$ cat config.mk
export PLATFORM = sky130hd
export DESIGN_NAME = seg_debug_display
export DESIGN_NICKNAME = d
export VERILOG_FILES = /design/src/rtl/seg_debug_display.sv
export SDC_FILE = /design/constraint.sdc
export NUM_CORES = 1
export LEC_CHECK = 0
export BUFFER_PORTS_ARGS = -buffer_cell sky130_fd_sc_hd__buf_2
export CAP_MARGIN = 5
export CORE_ASPECT_RATIO = 0.6
export CORE_MARGIN = 4
export CORE_UTILIZATION = 46
export CTS_CLUSTER_SIZE = 24
export DETAILED_ROUTE_END_ITERATION = 10
export HOLD_SLACK_MARGIN = 0.15
export PLACE_DENSITY = 0.76
export SYNTH_ARGS = -nofsm -noshare
export SYNTH_HDL_FRONTEND = slang
export SYNTH_SLANG_ARGS = --single-unit
$ cat constraint.sdc
create_clock -name clk -period 3.09 [get_ports clk]
set_clock_uncertainty 0.2 [all_clocks]
set_input_delay 0.309 -clock clk [delete_from_list [all_inputs] [get_ports clk]]
set_output_delay 0.309 -clock clk [all_outputs]
set_load 0.01 [all_outputs]
$ cat src/rtl/seg_debug_display.sv
// ----------------------------------------------------------------------------
// seg_debug_display
//
// Shows one of the core's four 32-bit debug words as 8 hex digits on a
// common-anode 7-segment display. The display is time-multiplexed.
//   - The chosen word is captured once per frame, at the start of digit 0.
//     A frame that is already being scanned never changes (no tearing).
//   - Each digit slot lasts SCAN_CYCLES clocks. The first clock of every
//     slot is blank (all anodes off), so the previous digit's segments do
//     not ghost onto the next digit.
//   - Runs on the raw board clock.
//
// Ports:
//   clk        board clock
//   rst        synchronous active-high reset
//   dbg0..3    debug words (PC, data address, instruction, debug register)
//   sel        word select, 0..3 -> dbg0..dbg3
//   hold       1 = keep the current snapshot; also lights dp on digit 0
//   an         active-low anode enables, an[i] = digit i (0 = rightmost)
//   seg        active-low segments {dp,g,f,e,d,c,b,a}
//   frame_done one-cycle pulse at the last cycle of each 8-digit frame
//   shown      snapshot word, registered copy for LEDs / observation
//
// Optional feature (macro SEG_LEADING_ZERO_BLANK_EN):
//   When defined, digits above the most significant non-zero nibble are
//   shown dark (seg[6:0] = 7F). The anodes still scan normally, so the
//   timing does not change. Digit 0 is always shown.
// ----------------------------------------------------------------------------
module seg_debug_display #(
  parameter int SCAN_CYCLES = 50000
) (
  input  logic        clk,
  input  logic        rst,
  input  logic [31:0] dbg0,
  input  logic [31:0] dbg1,
  input  logic [31:0] dbg2,
  input  logic [31:0] dbg3,
  input  logic [1:0]  sel,
  input  logic        hold,
  output logic [7:0]  an,
  output logic [7:0]  seg,
  output logic        frame_done,
  output logic [31:0] shown
);

  localparam int CW = (SCAN_CYCLES > 1) ? $clog2(SCAN_CYCLES) : 1;
  localparam logic [CW-1:0] CNT_MAX = CW'(SCAN_CYCLES - 1);

  // Active-low 7-segment pattern {g,f,e,d,c,b,a} for one hex nibble.
  function automatic logic [6:0] hex7(input logic [3:0] v);
    logic [6:0] r;
    case (v)
      4'h0: r = 7'h40;
      4'h1: r = 7'h79;
      4'h2: r = 7'h24;
      4'h3: r = 7'h30;
      4'h4: r = 7'h19;
      4'h5: r = 7'h12;
      4'h6: r = 7'h02;
      4'h7: r = 7'h78;
      4'h8: r = 7'h00;
      4'h9: r = 7'h10;
      4'hA: r = 7'h08;
      4'hB: r = 7'h03;
      4'hC: r = 7'h46;
      4'hD: r = 7'h21;
      4'hE: r = 7'h06;
      default: r = 7'h0E;
    endcase
    return r;
  endfunction

  // State
  logic [CW-1:0] cnt_q, cnt_d;
  logic [2:0]    idx_q, idx_d;
  logic [31:0]   word_q, word_d;

  // Registered outputs
  logic [7:0]    an_q, an_d;
  logic [7:0]    seg_q, seg_d;
  logic          frame_done_q, frame_done_d;
  logic [31:0]   shown_q, shown_d;

  // Combinational helpers
  logic          cnt_last;
  logic          frame_start;
  logic [31:0]   dbg_sel;
  logic [4:0]    nib_lsb;
  logic [3:0]    nibble;
  logic          lead_blank;
  logic [6:0]    glyph;

  // Scan counters and snapshot
  always_comb begin
    cnt_last    = (cnt_q == CNT_MAX);
    cnt_d       = cnt_last ? '0 : cnt_q + CW'(1);
    idx_d       = cnt_last ? idx_q + 3'd1 : idx_q;
    frame_start = (cnt_q == '0) && (idx_q == 3'd0);

    case (sel)
      2'd0:    dbg_sel = dbg0;
      2'd1:    dbg_sel = dbg1;
      2'd2:    dbg_sel = dbg2;
      default: dbg_sel = dbg3;
    endcase

    // The word is captured only at the start of a frame, so changes to
    // sel or dbg during a scan cannot tear the digits already showing.
    word_d = word_q;
    if (frame_start && !hold)
      word_d = dbg_sel;
  end

  // Digit decode
  always_comb begin
    nib_lsb = {idx_q, 2'b00};
    nibble  = word_q[nib_lsb +: 4];

`ifdef SEG_LEADING_ZERO_BLANK_EN
    // The digit is a leading zero when this nibble and every nibble above
    // it are zero. Digit 0 is always shown, so a zero word displays "0".
    lead_blank = (idx_q != 3'd0) && ((word_q >> nib_lsb) == 32'd0);
`else
    lead_blank = 1'b0;
`endif

    glyph = lead_blank ? 7'h7F : hex7(nibble);
  end

  // Output stage, registered from the current (cnt, idx, word) state
  always_comb begin
    an_d         = 8'hFF;
    seg_d        = 8'hFF;
    frame_done_d = cnt_last && (idx_q == 3'd7);
    shown_d      = word_q;

    // cnt == 0 is the blank slot between digits.
    if (cnt_q != '0) begin
      an_d       = ~(8'h01 << idx_q);
      seg_d[6:0] = glyph;
      // dp on the rightmost digit marks a frozen snapshot.
      seg_d[7]   = ~((idx_q == 3'd0) && hold);
    end
  end

  always_ff @(posedge clk) begin
    if (rst) begin
      cnt_q        <= '0;
      idx_q        <= 3'd0;
      word_q       <= 32'd0;
      an_q         <= 8'hFF;
      seg_q        <= 8'hFF;
      frame_done_q <= 1'b0;
      shown_q      <= 32'd0;
    end else begin
      cnt_q        <= cnt_d;
      idx_q        <= idx_d;
      word_q       <= word_d;
      an_q         <= an_d;
      seg_q        <= seg_d;
      frame_done_q <= frame_done_d;
      shown_q      <= shown_d;
    end
  end

  assign an         = an_q;
  assign seg        = seg_q;
  assign frame_done = frame_done_q;
  assign shown      = shown_q;

endmodule

==> impl_metrics.toml <==
[run_status]
status = "finished clean"

[logic_synthesis]
synth_edf_count = 0
ys.flop_type = "dfxtp_1"
syn_area_mm2 = 0.00466
synth_nets = 589
postSynthCellCount = 442
ys.warnings.count = 0
ys_seq_area_share_pct = 42.9
ys_seq_elements = 100
async_flop_share_pct = 0
syn_avg_cell_area_um2 = 10.6
synthTopCellsByArea = "dfxtp_1 43%, mux4_2 16%, nand2_1 6.2%"
synth_top_cell_by_area = "dfxtp_1"
netlist.area_leader.share_pct = 42.9
ys_types = 50

[sta]
hold_violations = 0
slew_headroom_pct = 51.4
fin_ws_ns = 0.284
period_needed_ns = 2.81
setup_viol = 0
finalSetupTns_ns = 0
slew_violations = 0
max_freq_ghz = 0.356
whs_ns = 0.228
worst_pin_slew_ns = 0.730
fin_crit_sh_pct = 90.8
rsz0062_at_grt = "false"

[final_layout]
nNetsFinal = 760
final_cells = 754
fillers = 844
syn_to_final_growth_pct = 28.2
final_util_pct = 60.5
multiInputGateArea_mm2 = 0.00250
layout-drive-gt1-share_pct = 40.5
ff_latch_area_mm2 = 0.00200
final_area_mm2 = 0.00598

[run]
maxCapViolCount = 0

[route]
routedWlPerCell_um = 17.1
drc = 0
dr.pass1.iters = 5
num_vias = 3971
ant_nets = 0
avgViaCountPerCell = 5.27
drt_iter0_markers = 247
drt_wl_total_mm = 12.9

[cts]
htree_levels = 3
clkTransAtPathRegs_ns = 0.07
clock_latency_ns = 0.34
cts_tree = "built"
cts_inserted_buffers = 9
post_cts.repair.setup_buffers = 0
cts.sinks = 100
cts_root_buf = "clkbuf_16"
clockBufferDepth = 2

[die]
rows = 28
die_h_um = 86
fp.dieW_um = 138
dieArea_mm2 = 0.0119
start_util_pct = 47.2
core_region_area_mm2 = 0.00988
num_io_pins = 182

[setup_path]
startpoint_type = "flop"
r2r_cells = 7
arrival_ns = 2.83
worstSetupPathType = "flop to flop"
critical_path.endpoint_type = "flop"
critPathMaxFanout = 9
required_ns = 3.12

[hold_path]
min_path_type = "input port to flop"
holdPathStages = 4

[global_route]
grt_pass1_vias = 4114
antenna_found_initial = 1
grt_first_pass_wirelength_mm = 20.6
grt_max_degree = 61
grt.total_usage_pct = 21.8
grt-ovfl-total = 0

[placement]
dp.cells = 735
gp_congestion = 0.936
hpwl_mm = 10.3
postPlaceCellArea_mm2 = 0.00567
io_buffers = 181
preCtsSetupSlack_ns = 0.280

[power_and_ir_drop]
power_mw = 2.90
power.leakage_nw = 2.60
ir_drop_mv = 0.342
p_per_area_mw_per_mm2 = 486
[cell usage after synthesis (2+ instances only)]
library cell	count
nor3_1	4
o21ai_1	3
clkbuf_1	15
nand3_1	12
or3_1	3
a221o_1	3
nand2b_1	2
nand2_1	77
mux4_2	33
inv_1	9
and3_1	2
xor2_1	8
mux4_1	5
mux2i_1	7
dfxtp_1	100
nand4_1	4
xnor2_1	6
ha_1	14
nor2b_1	34
a21oi_1	36
a32oi_1	2
nor2_1	22
o21ai_0	3
buf_2	12
[cells by family after synthesis]
kind of cell | count (synthesis) | share of synthesized area (%)
AND/OR/NAND/NOR | 171 | 18.0
buffers and inverters | 39 | 3.70
adder cells (fa/ha/maj) | 14 | 3.76
multiplexers | 48 | 21.3
AO/OA/AOI/OAI | 56 | 7.67
XOR/XNOR | 14 | 2.63
flip-flops | 100 | 42.9
[critical path, cell delays in order (launching register included)]
cell,delay (ns)
dfxtp_1,0.64
mux4_1,0.68
mux2i_4,0.32
inv_1,0.11
ha_1,0.23
inv_1,0.12
o21ai_0,0.10
a221o_1,0.30
[cell usage in the layout (no fill, tap or decap), types with 2 or more instances in the layout]
cell             n
dlygate4sd3_1    2
nand4_1          4
nor2b_1         34
inv_1            9
nand2b_1         2
xor2_1           8
a21oi_1         36
a221o_1          3
clkinv_2         2
clkbuf_16        9
or3_1            2
nand2_1         77
o21ai_1          3
mux4_1           5
nand3_1         12
buf_2          181
nor2_1          22
and3_1           2
clkbuf_8         2
xnor2_1          6
a32oi_1          2
nor3_1           4
mux2i_1          7
dfxtp_1        100
buf_4            5
o21ai_0          3
ha_1            14
mux4_2          33
[where the power goes]
group / internal [mW] / switching [mW] / leakage [nW]
Combinational: 0.226 / 0.214 / 1.64
Clock: 0.591 / 0.479 / 0.142
Sequential: 1.36 / 0.0387 / 0.814
[state kept, by name, summed over array words and instances, names as in the netlist]
signal,flops
idx_q,3
an,8
shown,32
frame_done,1
shown_d,32
seg,8
cnt_q,16
[final timing paths]
kind | from | to | slack (ns)
worst min register to register | shown_d[0] | shown_d[0] | 0.27
worst min-delay path | dbg3[15] | shown_d[15] | 0.23
worst max-delay path | idx_q[0] | seg[6] | 0.28
worst max register to register | idx_q[0] | seg[6] | 0.28
[cell type report]
cell class / instances / share of cell area, %
clock inverters: 5 / 0.586
inverters: 10 / 0.628
clock buffers: 11 / 4.23
multi-input cells: 303 / 41.8
flip-flops and latches: 100 / 33.5
repair buffers: 189 / 16.4
diodes: 1 / 0.0418
well taps: 135 / 2.82
[repair_timing]
action                                 CTS  global route
hold buffers                             2             0
gates resized for setup                  0             1
setup endpoints to repair                0             1
endpoints found under the hold margin    9             0
[per-layer routing]
metal	GRT usage, %	vias to the layer above	wire length [um]
li1	-	1892	-
met5	0	-	0
met1	26.8	1876	5370
met3	6.30	21	1030
met2	37.8	182	6240
met4	6.82	0	254
Note: power is estimated with default switching activity, not from simulation.
